**src/rtl/fpu_adder_avalon_queue_if.sv**
```systemverilog
// Avalon-MM slave bus bundle for the queued FPU adder front end.
interface fpu_adder_avalon_queue_if #(
    parameter int ADDR_W = 3
);
    logic [ADDR_W-1:0] address;
    logic [31:0]       writedata;
    logic              write;
    logic              read;
    logic [31:0]       readdata;
    logic              waitrequest;

    modport master (output address, writedata, write, read, input readdata, waitrequest);
    modport slave  (input address, writedata, write, read, output readdata, waitrequest);
endinterface

```
**src/rtl/fpu_adder_avalon_queue.sv**
```systemverilog
// Avalon-MM front end that queues operand pairs to an stb/ack float adder core and queues its sums.
// Optional feature macro: RESULT_IRQ_EN (result-count threshold interrupt and IRQ_THRESH register).
module fpu_adder_avalon_queue #(
    parameter int DEPTH  = 8,
    parameter int ADDR_W = 3
) (
    input  logic        clk,
    input  logic        reset_n,
    fpu_adder_avalon_queue_if.slave bus,
    output logic        irq,
    output logic        core_rst,
    output logic [31:0] core_a,
    output logic        core_a_stb,
    input  logic        core_a_ack,
    output logic [31:0] core_b,
    output logic        core_b_stb,
    input  logic        core_b_ack,
    input  logic [31:0] core_z,
    input  logic        core_z_stb,
    output logic        core_z_ack
);
    localparam int PTR_W = $clog2(DEPTH);
    localparam int CNT_W = PTR_W + 1;
    localparam logic [CNT_W-1:0] FULL_CNT = CNT_W'(DEPTH);

    typedef enum logic [1:0] {IDLE, LOAD_A, LOAD_B, WAIT_Z} state_t;
    state_t state_reg, state_next;

    logic [31:0]      op_a_mem [DEPTH];
    logic [31:0]      op_b_mem [DEPTH];
    logic [31:0]      res_mem  [DEPTH];
    logic [PTR_W-1:0] op_wr_ptr_reg, op_rd_ptr_reg, res_wr_ptr_reg, res_rd_ptr_reg;
    logic [CNT_W-1:0] op_count_reg, res_count_reg;
    logic [31:0]      staging_a_reg, eng_a_reg, eng_b_reg, readdata_reg;
    logic             underflow_reg, overflow_reg, clr_pulse_reg;
    logic [31:0]      thresh_rd, status;

    logic sel_opa, sel_opb, sel_result, sel_status, sel_control, sel_thresh;
    logic op_empty, op_full, res_empty, res_full, busy;
    logic clear, clr_sticky, op_push, op_pop, res_push, res_pop;

    assign sel_opa     = bus.address == ADDR_W'(0);
    assign sel_opb     = bus.address == ADDR_W'(1);
    assign sel_result  = bus.address == ADDR_W'(2);
    assign sel_status  = bus.address == ADDR_W'(3);
    assign sel_control = bus.address == ADDR_W'(4);
    assign sel_thresh  = bus.address == ADDR_W'(5);

    assign op_empty  = op_count_reg == '0;
    assign op_full   = op_count_reg == FULL_CNT;
    assign res_empty = res_count_reg == '0;
    assign res_full  = res_count_reg == FULL_CNT;
    assign busy      = state_reg != IDLE;

    // Flags are from registered counts only, so a full operand FIFO stalls even if the engine pops now.
    assign bus.waitrequest = bus.write & sel_opb & op_full;
    assign bus.readdata    = readdata_reg;

    assign clear      = bus.write & sel_control & bus.writedata[0];
    assign clr_sticky = bus.write & sel_control & bus.writedata[1];
    assign op_push    = bus.write & sel_opb & ~op_full & ~clear;
    assign op_pop     = (state_reg == IDLE) & ~op_empty & ~res_full & ~clear;
    assign res_push   = core_z_ack & core_z_stb;
    assign res_pop    = bus.read & sel_result & ~res_empty & ~clear;

    assign status = {8'd0, 8'(op_count_reg), 8'(res_count_reg), 1'b0, overflow_reg,
                     underflow_reg, busy, res_full, res_empty, op_full, op_empty};

    assign core_rst = ~reset_n | clr_pulse_reg;
    assign core_a   = eng_a_reg;
    assign core_b   = eng_b_reg;

    always_comb begin
        state_next = state_reg;
        core_a_stb = 1'b0;
        core_b_stb = 1'b0;
        core_z_ack = 1'b0;
        case (state_reg)
            IDLE:   if (op_pop) state_next = LOAD_A;
            LOAD_A: begin
                core_a_stb = 1'b1;
                if (core_a_ack) state_next = LOAD_B;
            end
            LOAD_B: begin
                core_b_stb = 1'b1;
                if (core_b_ack) state_next = WAIT_Z;
            end
            WAIT_Z: begin
                core_z_ack = 1'b1;
                if (core_z_stb) state_next = IDLE;
            end
            default: state_next = IDLE;
        endcase
        if (clear) begin
            state_next = IDLE;
            core_a_stb = 1'b0;
            core_b_stb = 1'b0;
            core_z_ack = 1'b0;
        end
    end

    // Storage without reset so the FIFO arrays map onto block RAM.
    always_ff @(posedge clk) begin
        if (op_push) begin
            op_a_mem[op_wr_ptr_reg] <= staging_a_reg;
            op_b_mem[op_wr_ptr_reg] <= bus.writedata;
        end
        if (op_pop) begin
            eng_a_reg <= op_a_mem[op_rd_ptr_reg];
            eng_b_reg <= op_b_mem[op_rd_ptr_reg];
        end
        if (res_push) res_mem[res_wr_ptr_reg] <= core_z;
    end

    always_ff @(posedge clk or negedge reset_n) begin
        if (!reset_n) begin
            state_reg      <= IDLE;
            op_wr_ptr_reg  <= '0;
            op_rd_ptr_reg  <= '0;
            res_wr_ptr_reg <= '0;
            res_rd_ptr_reg <= '0;
            op_count_reg   <= '0;
            res_count_reg  <= '0;
            staging_a_reg  <= '0;
            readdata_reg   <= '0;
            underflow_reg  <= 1'b0;
            overflow_reg   <= 1'b0;
            clr_pulse_reg  <= 1'b0;
        end else begin
            state_reg     <= state_next;
            clr_pulse_reg <= clear;
            if (bus.write && sel_opa) staging_a_reg <= bus.writedata;

            if (clear) begin
                op_wr_ptr_reg  <= '0;
                op_rd_ptr_reg  <= '0;
                res_wr_ptr_reg <= '0;
                res_rd_ptr_reg <= '0;
                op_count_reg   <= '0;
                res_count_reg  <= '0;
            end else begin
                if (op_push)  op_wr_ptr_reg  <= op_wr_ptr_reg + PTR_W'(1);
                if (op_pop)   op_rd_ptr_reg  <= op_rd_ptr_reg + PTR_W'(1);
                if (res_push) res_wr_ptr_reg <= res_wr_ptr_reg + PTR_W'(1);
                if (res_pop)  res_rd_ptr_reg <= res_rd_ptr_reg + PTR_W'(1);
                op_count_reg  <= op_count_reg + CNT_W'(op_push) - CNT_W'(op_pop);
                res_count_reg <= res_count_reg + CNT_W'(res_push) - CNT_W'(res_pop);
            end

            if (clr_sticky) begin
                underflow_reg <= 1'b0;
                overflow_reg  <= 1'b0;
            end else begin
                if (bus.read && sel_result && res_empty) underflow_reg <= 1'b1;
                if (bus.waitrequest) overflow_reg <= 1'b1;
            end

            if (bus.read) begin
                if (sel_result)      readdata_reg <= res_empty ? 32'd0 : res_mem[res_rd_ptr_reg];
                else if (sel_status) readdata_reg <= status;
                else if (sel_thresh) readdata_reg <= thresh_rd;
                else                 readdata_reg <= 32'd0;
            end
        end
    end

`ifdef RESULT_IRQ_EN
    logic [7:0] irq_thresh_reg;
    logic       irq_reg;

    // Compares the registered count, so irq trails count changes by one cycle.
    always_ff @(posedge clk or negedge reset_n) begin
        if (!reset_n) begin
            irq_thresh_reg <= '0;
            irq_reg        <= 1'b0;
        end else begin
            if (bus.write && sel_thresh) irq_thresh_reg <= bus.writedata[7:0];
            irq_reg <= (8'(res_count_reg) >= irq_thresh_reg) && (irq_thresh_reg != 8'd0);
        end
    end

    assign irq       = irq_reg;
    assign thresh_rd = {24'd0, irq_thresh_reg};
`else
    assign irq       = 1'b0;
    assign thresh_rd = 32'd0;
`endif
endmodule

```
**src/flat_wrapper.sv**
```systemverilog
// flat-port wrapper written by rule: the top's interface ports become plain ports
module fpu_adder_avalon_queue_flat 
#(
    parameter int DEPTH  = 8,
    parameter int ADDR_W = 3
)
  (clk, reset_n, irq, core_rst, core_a, core_a_stb, core_a_ack, core_b, core_b_stb, core_b_ack, core_z, core_z_stb, core_z_ack, bus_address, bus_writedata, bus_write, bus_read, bus_readdata, bus_waitrequest);
  fpu_adder_avalon_queue_if #(.ADDR_W(ADDR_W)) bus_i ();
  input  logic clk;
  input  logic reset_n;
  output logic irq;
  output logic core_rst;
  output logic [31:0] core_a;
  output logic core_a_stb;
  input  logic core_a_ack;
  output logic [31:0] core_b;
  output logic core_b_stb;
  input  logic core_b_ack;
  input  logic [31:0] core_z;
  input  logic core_z_stb;
  output logic core_z_ack;
  input wire logic [$bits(bus_i.address)-1:0] bus_address;
  input wire logic [$bits(bus_i.writedata)-1:0] bus_writedata;
  input wire logic [$bits(bus_i.write)-1:0] bus_write;
  input wire logic [$bits(bus_i.read)-1:0] bus_read;
  output wire logic [$bits(bus_i.readdata)-1:0] bus_readdata;
  output wire logic [$bits(bus_i.waitrequest)-1:0] bus_waitrequest;
  assign bus_i.address = bus_address;
  assign bus_i.writedata = bus_writedata;
  assign bus_i.write = bus_write;
  assign bus_i.read = bus_read;
  assign bus_readdata = bus_i.readdata;
  assign bus_waitrequest = bus_i.waitrequest;
  fpu_adder_avalon_queue #(.DEPTH(DEPTH), .ADDR_W(ADDR_W)) u_core (.clk(clk), .reset_n(reset_n), .bus(bus_i), .irq(irq), .core_rst(core_rst), .core_a(core_a), .core_a_stb(core_a_stb), .core_a_ack(core_a_ack), .core_b(core_b), .core_b_stb(core_b_stb), .core_b_ack(core_b_ack), .core_z(core_z), .core_z_stb(core_z_stb), .core_z_ack(core_z_ack));
endmodule
```
**config.mk**
```make
export PLATFORM = sky130hd
export DESIGN_NAME = fpu_adder_avalon_queue_flat
export DESIGN_NICKNAME = d
export VERILOG_FILES = /design/src/rtl/fpu_adder_avalon_queue_if.sv /design/src/rtl/fpu_adder_avalon_queue.sv /design/src/flat_wrapper.sv
export SDC_FILE = /design/constraint.sdc
export NUM_CORES = 1
export LEC_CHECK = 0
export ABC_AREA = 1
export BUFFER_PORTS_ARGS = -buffer_cell sky130_fd_sc_hd__buf_2
export CAP_MARGIN = 20
export CORE_MARGIN = 8
export CORE_UTILIZATION = 52
export CTS_CLUSTER_DIAMETER = 40
export DETAILED_ROUTE_END_ITERATION = 12
export GPL_ROUTABILITY_DRIVEN = 0
export GPL_TIMING_DRIVEN = 0
export PLACE_DENSITY = 0.69
export REMOVE_ABC_BUFFERS = 1
export SLEW_MARGIN = 20
export SYNTH_ARGS = -nofsm -noshare
export SYNTH_HDL_FRONTEND = slang
export SYNTH_SLANG_ARGS = --single-unit
export TNS_END_PERCENT = 100
```
**constraint.sdc**
```tcl
create_clock -name clk -period 8.5 [get_ports clk]
set_input_delay 1.275 -clock clk [delete_from_list [all_inputs] [get_ports clk]]
set_output_delay 1.275 -clock clk [all_outputs]
set_load 0.1 [all_outputs]
```
**Yosys cells after proc, flatten, opt, wreduce, memory -nomap -nowiden**

Memory sizes are Yosys's and may differ from the RTL's. A register that Yosys moved wholly into a read port is not among the register bits.
Cells that the tools add are included.

- Magnitude comparators: 0
- Bitwise logic cells: 21
- Mux-type cells: 33
- $add $sub $neg: 8
- Reduce and logical (&&, ||, !) cells: 15
- Shift-type cells: 0
- Eq/ne operators: 13
- Multipliers: 0
- Divide/modulo/power cells: 0

Operators with widths:

| kind | count |
|---|---|
| $mux 32 | 2 |
| $mux 3 | 8 |
| $mux 20 | 1 |
| $and 1x1->1 | 14 |
| $mux 1 | 14 |
| $reduce_bool 2->1 | 7 |
| $add 3x1->3 const B | 4 |
| $mux 2 | 5 |
| $ne 3x2->1 const B | 3 |
| $add 4x1->4 | 2 |
| $eq 4x4->1 const B | 2 |
| $logic_not 4->1 | 2 |
| $mux 4 | 2 |
| $pmux 2 s4 | 1 |
| $sub 4x1->4 | 2 |
| $eq 3x2->1 const B | 2 |
| $not 1->1 | 6 |
| $eq 2x2->1 const B | 2 |
| $reduce_and 4->1 | 1 |
| $eq 3x1->1 const B | 1 |
| $eq 3x3->1 const B | 1 |
| $logic_and 1x1->1 | 3 |
| $logic_not 3->1 | 1 |
| $ne 3x1->1 const B | 1 |
| 3 further kinds | 3 |

- Memories kept: 3
- Bits in registers: 89
- Bits in read-only memories: 0
- Bits in latches: 0
- Output and inout bits: 102
- Input port bits: 74
- Memory bits (writable): 768
- Word-level logic and storage cells: 105

Memories:

| memory | words | width | rd ports | clocked after memory_dff | wr ports | RTL line | RTL |
|---|---|---|---|---|---|---|---|
| u_core.op_a_mem | 8 | 32 | 1 | 1 | 1 | fpu_adder_avalon_queue.sv:29 | `logic [31:0] op_a_mem [DEPTH];` |
| u_core.op_b_mem | 8 | 32 | 1 | 1 | 1 | fpu_adder_avalon_queue.sv:30 | `logic [31:0] op_b_mem [DEPTH];` |
| u_core.res_mem | 8 | 32 | 1 | 0 | 1 | fpu_adder_avalon_queue.sv:31 | `logic [31:0] res_mem [DEPTH];` |

**Depth between registers and ports, before layout**

Gate-level depths: netlist (run 1).

- Depth after elaboration: 8
- Mapped depth: 13

**Worst setup path before layout (run 1)**

No wires, ideal clock.

- Path type: input to register
- From: in bus_write
- To: mem u_core.op_a_mem[6][0], enable pin
- Arrival time: 6258 ps
- Library setup time: 565 ps
- Path slack: 1677 ps
- Stages: 5
- Path buffers: 0
- Cells stage by stage: inv_1 > nor2_2 > nand4_1 > or2_2 > nor3_1

- Longest elaborated chain between the ends: 6
- Elaborated cells between the ends (all ways): 8
- Classes of those cells: 2 x mux; 6 x bitwise

RTL lines:

| what | RTL line | RTL |
|---|---|---|
| start: declaration | flat_wrapper.sv:24 | `input wire logic [$bits(bus_i.write)-1:0] bus_write;` |
| $and 1x1->1 (2 in a row) | fpu_adder_avalon_queue.sv:59 | `assign clear = bus.write & sel_control & bus.writedata[0];` |
| $not 1->1 | fpu_adder_avalon_queue.sv:61 | `assign op_push = bus.write & sel_opb & ~op_full & ~clear;` |
| $and 1x1->1 * | fpu_adder_avalon_queue.sv:61 |  |
| $mux 1 * | fpu_adder_avalon_queue.sv:104 | `if (op_push) begin` |
| $mux 1 (implied by the code) * | fpu_adder_avalon_queue.sv:105 | `op_a_mem[op_wr_ptr_reg] <= staging_a_reg;` |
| end: declaration | fpu_adder_avalon_queue.sv:29 |  |

Every way passes the cells marked *; elsewhere a longest branch is shown, timed or not.

**Worst setup path in the final report (run 1)**

- From: in bus_write
- To: out core_a_stb

- Longest elaborated chain between the ends: 3

RTL lines:

| what | RTL line | RTL |
|---|---|---|
| $and 1x1->1 (2 in a row) | fpu_adder_avalon_queue.sv:59 |  |
| $mux 1 | fpu_adder_avalon_queue.sv:94 | `if (clear) begin` |
| end: declaration | flat_wrapper.sv:14 | `output logic core_a_stb;` |

No other way between the ends.

==> results.md, run 1 <==
- Buffers added on ports: 174
- I/O pin cnt: ~180
- Peak supply drop: 0.2699 mV
- Share of layout cells above drive strength 1: between 10% and 20%
- Fin crit share: between 40% and 50%
- Met3 Use GR: 4.398%
- Delay-heaviest family, CP: simple AND/OR/NAND/NOR gates
- Met1 Use GR: 26.32%
- M2 GR Usage: 36.98%
- GRT Total Usage: 21.14%
- Number of hold violations in the final report: 0
- # setup viols final: 0
- Seq cells post-synth: around 900
- Area delta synth->final: 19.16%
- RSZ-0062 raised after global routing: false
- Setup Buffers After CTS: 0
- Initial Util: 52.15%
- Flop pwr share: 37.8%
- Clock transition at path regs: 60 ps
- Via count of the first global-routing pass: 23,083
- Leak: 0.01619 uW
- Biggest regs: u_core.op_a_mem: 256 flops, u_core.op_b_mem: 256 flops, u_core.res_mem: 256 flops
- Worst-Margin Slew: 1080 ps
- Post-CTS Resized: 0
- CTS tree: yes
- Post-synthesis cell type count: 32
- Final wirelength: 84,430 um
- Internal power: a little under 10,000 uW
- Clk_lat worst skew: approximately 660 ps
- Syn_area_per_cell: around 12 um^2
- Filler-free cell count of the finished design: 4,183
- HP Class: reg2reg
- Cell area after synthesis: 36,330 um^2
- Post-DP HPWL: ~50,000 um
- Clock network fraction of total power: 32.0%
- Initial antenna violation count: 6
- Max Slew Vio Count: 0
- Worst Path Required: between 7000 and 8000 ps
- 1st-iter DRT viols: about 2,000
- H-tree Lvls: 3
- Total power: 15,600 uW
- Die X: between 200 and 300 um
- Seq/Total Area, Yosys: about three quarters
- Most frequent cells in the layout: edfxtp_1, nor2_1, nand2_1
- Clk root buf: clkbuf_16
- PwrDens: 360.3 nW/um^2
- CTS Buffer Depth: 3
- First-pass GRT wire length: 129,200 um
- Placed cell count: 3,961
- Drt wl/cell: 20.18 um
- CP Class: in2out
- Status: finished clean
- Switching power total: 5863 uW
- Worst path cell trace: buf_2 > inv_1 > nor2_2 > nand3_2 > nand2_1 > inv_1 > buf_2
- Pre-antenna DRT Iters: 5
- Top Usage Layer GRT: met2
- Final net count: between 3,000 and 4,000
- Switch share: 37.58%
- Fillers: 5,174
- Synth Instances: 2,918
- Synth warn: 0
- Worst Path Arrival: 2760 ps
- Crit-path max cell delay: about 530 ps
- Worst path slowest cell: nand3_2
- Largest net degree at the start of global routing: 138
- Chip height: 280.3 um
- Post-Route Skew: 26.61 ps
- Hold WS: roughly 480 ps
- Buffers & Inverters on Critical Path: 4
- Site row count: 97
- Commonest non-fill, non-tap cell in the layout: edfxtp_1
- DRC: 0
- Vias after detailed routing: between 20,000 and 25,000
- Worst Path Max Fanout: 27
- Core area: roughly 70,000 um^2
- MaxCap Viol Count: 0
- CP Capture Type: primary output
- Final Critical Period: between 4000 and 5000 ps
- Total CTS buffers: 115
- Slew HR: 27.90%
- DR vias/cell: roughly 5.5
- Die area: a little under 80,000 um^2
- Setup TNS: 0 ps
- GRT overflow: 0
- Hold-fix buffers, CTS: 0
- Post-DRT Antenna Nets: 0
- Worst Setup Start Kind: input pin
- Comb pwr share: a little under a third
- Clock tree sinks: 921
- FMAX: 247.6 MHz
==> worst register-to-register path: cells and delay by family (launching register included) <==
kind                     cells  cell delay [ps]
buffers and inverters        4              460
adder cells (fa/ha/maj)      4              990
AND/OR/NAND/NOR              3              990
flip-flops                   1              420
XOR/XNOR                     1              170
==> final timing paths <==
path,from,endpoint,slack [ps],cells past startpoint
worst min-delay path,u_core.bus.readdata[12]$_DFFE_PN0P_,u_core.bus.readdata[12]$_DFFE_PN0P_,480,2
max in group asynchronous,reset_n,u_core.op_rd_ptr_reg[0]$_DFFE_PN0P_,7200,2
worst max register to register,u_core.state_reg[0]$_DFFE_PN0P_,u_core.op_count_reg[2]$_DFF_PN0_,5350,12
min in group asynchronous,reset_n,u_core.bus.readdata[25]$_DFFE_PN0P_,530,1
worst min register to register,u_core.bus.readdata[12]$_DFFE_PN0P_,u_core.bus.readdata[12]$_DFFE_PN0P_,480,2
worst max-delay path,bus_write,core_a_stb,4460,7
==> Yosys cell counts, drive strengths merged <==
cell	n	area (um^2)
nor2	537	2026
nor3b	1	7.510
nand3	123	620.6
nand3b	1	7.510
or2	2	12.51
edfxtp	832	24980
fa	2	40.04
nor3	6	35.03
ha	21	262.8
conb	1	3.750
nand4	4	25.02
nand2	426	1599
a21oi	22	110.1
o21ai	469	2347
a21o	2	15.01
xor2	3	26.28
o211ai	34	255.2
o31ai	1	7.510
clkbuf	76	285.3
inv	149	559.3
dfrtp	89	2227
buf	86	526.8
mux2	31	349.1
==> power by group through the flow <==
stage / combinational (uW) / sequential (uW) / clock (uW)
finish: 4710 / 5900 / 4990
global route: 5130 / 5950 / 5250
CTS: 4750 / 5900 / 5060
detailed placement: 4720 / 5990 / 0
global placement: 4230 / 6370 / 0
floorplan: 1970 / 7400 / 0
==> cells by family after synthesis <==
family,count (synthesis),share of synthesized area (%)
and+or+nand+nor,1100,11.93
DFF,921,74.89
AOI/OAI and AO/OA,528,7.528
buffers and inverters,311,3.774
muxes,31,0.9608
adders and majority gates,23,0.8334
xor gates and xnor gates,3,0.07233
other,1,0.01032
==> stage by stage <==
stage	util, %	cell area [um^2]	setup slack (ps)
4_1_cts	62.13	43280	4459
2_1_floorplan	-	35520	508.3
5_1_grt	62.13	43280	4298
3_3_place_gp	53.93	37570	-6939
3_5_place_dp	56.35	39260	3777
6_report	62.14	43290	4462
==> layout make-up <==
cell class	instances	area (um^2)	share of cell area [%]
clock buffer	137	3030	7.000
antenna	5	12.51	0.02890
inverter	149	574.3	1.327
multi-input combinational	1686	7881	18.20
tap	940	1176	2.717
sequential	921	27230	62.90
clock inverter	80	991.0	2.289
timing repair buffer	265	2396	5.535
==> routing by layer <==
metal	up-vias	wire length, um
li1	10659	-
met1	11221	33350
met2	776	42750
met3	189	6125
met4	6	2161
met5	-	40
Power figures use the tool's default switching activity.
==> run 2, diff against run 1 <==
==> constraint.sdc (replaced) <==
create_clock -name clk -period 3.99 [get_ports clk]
set_input_delay 0.5985 -clock clk [delete_from_list [all_inputs] [get_ports clk]]
set_output_delay 0.5985 -clock clk [all_outputs]
set_load 0.1 [all_outputs]
==> results.md, run 2 (synthesis results as in run 1) <==
- Clock tree sinks: 921 (unchanged)
- Fillers: 5,172 (-0.039%)
- Peak supply drop: 0.5804 mV (+120%)
- 1st-iter DRT viols: 1,913 (-3.9%)
- Max Slew Vio Count: 0 (unchanged)
- Worst Path Max Fanout: 27 (unchanged)
- Die X: 280.3 um (unchanged)
- Worst Path Arrival: 3890 ps (+1130 ps)
- Die area: 78,580 um^2 (unchanged)
- Area delta synth->final: 19.18% (about the same)
- Crit-path max cell delay: 830 ps (+300 ps)
- Slew HR: 26.95% (-0.95 points)
- Site row count: 97 (unchanged)
- FMAX: 298.5 MHz
- Total CTS buffers: 115 (unchanged)
- Largest net degree at the start of global routing: 138 (unchanged)
- Multi-input gate area: 7881 um^2 (unchanged)
- HP Class: in2reg
- Pre-antenna DRT Iters: 6 (+1)
- Final wirelength: 84,540 um (+0.13%)
- Status: finished clean
- First-pass GRT wire length: 129,200 um (about the same)
- Number of hold violations in the final report: 0 (unchanged)
- Total power: 33,240 uW (+110%)
- Via count of the first global-routing pass: 23,088 (+0.022%)
- Placed cell areas: 39,260 um^2 (unchanged)
- Clk root buf: clkbuf_16
- Buffers & Inverters on Critical Path: 5 (+1)
- Commonest non-fill, non-tap cell in the layout: edfxtp_1
- Vias after detailed routing: 22,938 (+0.38%)
- FF+latch area: 27,230 um^2 (unchanged)
- GRT overflow: 0 (unchanged)
- Post-DP HPWL: 50,450 um (unchanged)
- Leak: 0.01619 uW (about the same)
- Final net count: 3,236 (+0.031%)
- Placed cell count: 3,961 (unchanged)
- Worst Setup Start Kind: input pin
- RSZ-0062 raised after global routing: false
- CP Capture Type: flop
- DRC: 0 (unchanged)
- Fin crit share: 83.97%
- Clk_lat worst skew: 660 ps (about the same)
- Post-Route Skew: 23.81 ps (-2.804 ps)
- Setup TNS: 0 ps (unchanged)
- Worst Path Required: 4530 ps (-2690 ps)
- Core area: 69,660 um^2 (unchanged)
- DR vias/cell: 5.484 (+0.38%)
- Share of layout cells above drive strength 1: 16.49% (about the same)
- Delay-heaviest family, CP: buffers and inverters
- H-tree Lvls: 3 (unchanged)
- PwrDens: 767.7 nW/um^2 (+110%)
- # setup viols final: 0 (unchanged)
- Most used cell, CP: inv_1
- Buffers added on ports: 174 (unchanged)
- Worst path cell trace: buf_2 > inv_1 > nor3_4 > buf_16 > ha_1 > inv_1 > ha_1 > fa_1 > nand2_1 > inv_1
- Initial antenna violation count: 6 (unchanged)
- Final Critical Period: 3350 ps
- Post-CTS Resized: 0 (unchanged)
- GRT Total Usage: 21.14% (unchanged)
- Worst-Margin Slew: 1095 ps (+14.16 ps)
- Final Cell Area: 43,300 um^2 (about the same)
- Post-DRT Antenna Nets: 0 (unchanged)
- Filler-free cell count of the finished design: 4,183 (unchanged)
- Most frequent cells in the layout: edfxtp_1, nor2_1, nand2_1
- CP Class: in2reg
- CTS tree: yes
- Clock transition at path regs: 60 ps (about the same)
- CTS Buffer Depth: 3 (unchanged)
- I/O pin cnt: 176 (unchanged)
- Drt wl/cell: 20.21 um (+0.13%)
- Biggest regs: u_core.op_a_mem: 256 flops, u_core.op_b_mem: 256 flops, u_core.res_mem: 256 flops
- Worst path slowest cell: nor3_4
- Chip height: 280.3 um (unchanged)
- MaxCap Viol Count: 0 (unchanged)
- Initial Util: 52.15% (unchanged)
[run 2: changes by cell type in the layout (fill, tap and decap cells not counted), sizes merged]
cell / delta
diode: -1
dlygate4sd3: +1
[run 2: cell type report]
class                           count  area share (%)
Multi-Input combinational cell   1686           18.20
Tap cell                          940           2.716
Inverter                          149           1.326
Clock buffer                      137           6.999
Timing Repair Buffer              266           5.557
Antenna cell                        4         0.02312
Clock inverter                     80           2.289
Sequential cell                   921           62.89
[run 2: final timing paths]
check | start | end | slack (ps) | depth (start not counted)
max in group asynchronous | reset_n | u_core.op_rd_ptr_reg[0]$_DFFE_PN0P_ | 2800 | 3
worst max register to register | u_core.state_reg[1]$_DFFE_PN0P_ | u_core.op_count_reg[2]$_DFF_PN0_ | 860 | 12
worst min-delay path | core_z[30] | u_core.res_mem[7][30]$_DFFE_PP_ | 210 | 1
worst min register to register | u_core.bus.readdata[12]$_DFFE_PN0P_ | u_core.bus.readdata[12]$_DFFE_PN0P_ | 480 | 2
worst max-delay path | bus_read | u_core.res_count_reg[1]$_DFF_PN0_ | 640 | 10
min in group asynchronous | reset_n | u_core.bus.readdata[25]$_DFFE_PN0P_ | 430 | 2
[run 2: layer usage]
metal | GRT usage [%] | wire length, um
met3 | 4.440 | 5991
met5 | 0 | 40
met1 | 26.29 | 33450
met2 | 37.00 | 42930
met4 | 6.563 | 2134
[run 2: what timing repair did]
action                                  CTS  global route
endpoints found under the hold margin    27             0
buffers inserted                          0             0
endpoints found under the setup margin    0             0
hold buffers                              1             0
[run 2: through the flow]
step,hold WS (ps),util [%],setup slack [ps]
after CTS,170.5,62.14,625.8
after floorplan,302.9,-,-4002
after detailed placement,461.5,56.35,-56.21
after global placement,462.3,53.93,-11450
after global routing,190.6,62.14,517.4
final,214.4,62.16,639.6
[run 2: power breakdown]
part           total (uW)  switching [uW]  internal (uW)
Clock               10600            4120           6500
Combinational       10000            7530           2520
Sequential          12600             850          11700
Total               33200           12500          20700
==> run 3, diff against run 2 <==
--- a/config.mk
+++ b/config.mk
@@ -14,7 +14,7 @@
 export DETAILED_ROUTE_END_ITERATION = 12
 export GPL_ROUTABILITY_DRIVEN = 0
 export GPL_TIMING_DRIVEN = 0
-export PLACE_DENSITY = 0.69
+export PLACE_DENSITY = 0.72
 export REMOVE_ABC_BUFFERS = 1
 export SLEW_MARGIN = 20
 export SYNTH_ARGS = -nofsm -noshare
==> constraint.sdc (replaced) <==
create_clock -name clk -period 2.9 [get_ports clk]
set_input_delay 0.435 -clock clk [delete_from_list [all_inputs] [get_ports clk]]
set_output_delay 0.435 -clock clk [all_outputs]
set_load 0.1 [all_outputs]
==> results.md, run 3 (synthesis results as in run 1) <==
- # setup viols final: 0 (unchanged)
- Worst path slowest cell: dlygate4sd3_1
- Peak supply drop: 0.8045 mV (+39%)
- Commonest non-fill, non-tap cell in the layout: edfxtp_1
- Post-DP HPWL: 49,210 um (-2.5%)
- Fin crit share: 95.13%
- Hold_sp: core_z[12]
- DR vias/cell: 5.513 (+0.53%)
- Largest net degree at the start of global routing: 137 (-0.72%)
- Slew HR: 29.41% (+2.5 points)
- Multi-input gate area: 7901 um^2 (+0.25%)
- Post-DRT Antenna Nets: 0 (unchanged)
- Worst Setup Start Kind: input pin
- FMAX: 362.5 MHz
- DRC: 0 (unchanged)
- Fillers: 5,138 (-0.66%)
- Initial Util: 52.15% (unchanged)
- Share of layout cells above drive strength 1: 16.60% (+0.11 points)
- Final Critical Period: approximately 2800 ps
- CTS Buffer Depth: 3 (unchanged)
- Core area: 69,660 um^2 (unchanged)
- Drt wl/cell: 20.16 um (-0.23%)
- MaxCap Viol Count: 0 (unchanged)
- CP Class: in2out
- FF+latch area: 27,230 um^2 (unchanged)
- Die X: 280.3 um (unchanged)
- RR Startpoint: u_core.op_count_reg[2]$_DFF_PN0_
- Via count of the first global-routing pass: 23,294 (+0.89%)
- Initial antenna violation count: 10 (+4)
- Worst path cell trace: dlygate4sd3_1 > buf_6 > buf_16 > nand2_1 > buf_2
- Clock tree sinks: 921 (unchanged)
- Pre-antenna DRT Iters: 6 (unchanged)
- Status: finished clean
- Final wirelength: 84,790 um (+0.29%)
- Leak: 0.01628 uW (+0.54%)
- Worst Path Required: 2470 ps (-2060 ps)
- HP Class: in2reg
- GRT Total Usage: 21.06% (-0.082 points)
- I/O pin cnt: 176 (unchanged)
- Worst Path Arrival: 2320 ps (-1570 ps)
- GRT overflow: 0 (unchanged)
- Site row count: 97 (unchanged)
- Total CTS buffers: 117 (+1.7%)
- Worst-Margin Slew: 1058 ps (-36.77 ps)
- Clock transition at path regs: 60 ps (about the same)
- Worst setup path start: reset_n
- RSZ-0062 raised after global routing: false
- Vias after detailed routing: 23,181 (+1.1%)
- Post-Route Skew: 31.65 ps (+7.841 ps)
- Die area: 78,580 um^2 (unchanged)
- Buffers & Inverters on Critical Path: 4 (-1)
- Biggest regs: u_core.op_a_mem: 256 flops, u_core.op_b_mem: 256 flops, u_core.res_mem: 256 flops
- Delay-heaviest family, CP: buffers and inverters
- CTS tree: yes
- Clk_lat worst skew: 680 ps (+20 ps)
- Clk root buf: clkbuf_16
- Most frequent cells in the layout: edfxtp_1, nor2_1, nand2_1
- Chip height: 280.3 um (unchanged)
- PwrDens: 1046 nW/um^2 (+36%)
- Crit-path max cell delay: 540 ps (-290 ps)
- Final net count: 3,253 (+0.53%)
- Worst Path Max Fanout: 64 (+140%)
- CP Capture Type: primary output
- Setup TNS: 0 ps (unchanged)
- Number of hold violations in the final report: 0 (unchanged)
- Final Cell Area: 43,520 um^2 (+0.51%)
- Placed cell areas: 39,310 um^2 (+0.14%)
- Buffers added on ports: 174 (unchanged)
- 1st-iter DRT viols: 2,192 (+15%)
- Max Slew Vio Count: 0 (unchanged)
- Area delta synth->final: 19.78%
- H-tree Lvls: 3 (unchanged)
- First-pass GRT wire length: 129,000 um (-0.12%)
## run 3: per-stage QoR
| stage | instances | setup slack, ps | util [%] | hold WS (ps) | total power [uW] |
|---|---|---|---|---|---|
| 6_report | 4205 | 141.3 | 62.47 | 42.90 | 45540 |
| 3_3_place_gp | 3870 | -12240 | 53.93 | 459.3 | 26950 |
| 4_1_cts | 4195 | 13.10 | 62.35 | 1.265 | 45730 |
| 3_5_place_dp | 3959 | -690.8 | 56.43 | 369.0 | 31350 |
| 2_1_floorplan | 2756 | -5092 | - | 139.4 | 27070 |
| 5_1_grt | 4201 | 26.56 | 62.46 | 13.74 | 47650 |
## run 3: layout make-up
class                   count  area share (%)
flip-flops and latches    921           62.57
clock inverters            89           2.128
well taps                 940           2.703
repair buffers            280           6.020
clock buffers             134           7.041
diodes                      5         0.02875
inverters                 149           1.340
multi-input cells        1686           18.16
repair inverters            1         0.01150
## run 3: final timing paths
kind | to | slack (ps) | cells past startpoint
hold reg to reg | u_core.bus.readdata[26]$_DFFE_PN0P_ | 470 | 2
setup reg to reg | u_core.op_b_mem[3][17]$_DFFE_PP_ | 220 | 10
max in group asynchronous | u_core.op_rd_ptr_reg[1]$_DFFE_PN0P_ | 1900 | 3
hold / removal | u_core.res_mem[1][12]$_DFFE_PP_ | 40 | 1
min in group asynchronous | u_core.bus.readdata[26]$_DFFE_PN0P_ | 250 | 2
setup / recovery | core_rst | 140 | 5
## run 3: timing repair
action,CTS,global route
buffers inserted,1,4
pin swaps,1,0
resized for setup,1,6
setup endpoints to repair,10,70
hold buffers,12,0
endpoints found under the hold margin,107,0
cloned,0,1
## run 3: per-layer routing
layer	part of all wire (%)	track usage [%]	vias to the layer above
met5	0.081	0	-
met4	2.8	7.237	12
li1	-	-	10684
met3	7.3	4.390	184
met2	50	36.16	864
met1	40	26.54	11437
## run 3: power by group
group          total [uW]  leakage [uW]  switching, uW  internal [uW]
Clock               14300       0.00193           5790           8500
Combinational       14100       0.00571          10500           3530
Sequential          17200       0.00864           1070          16100
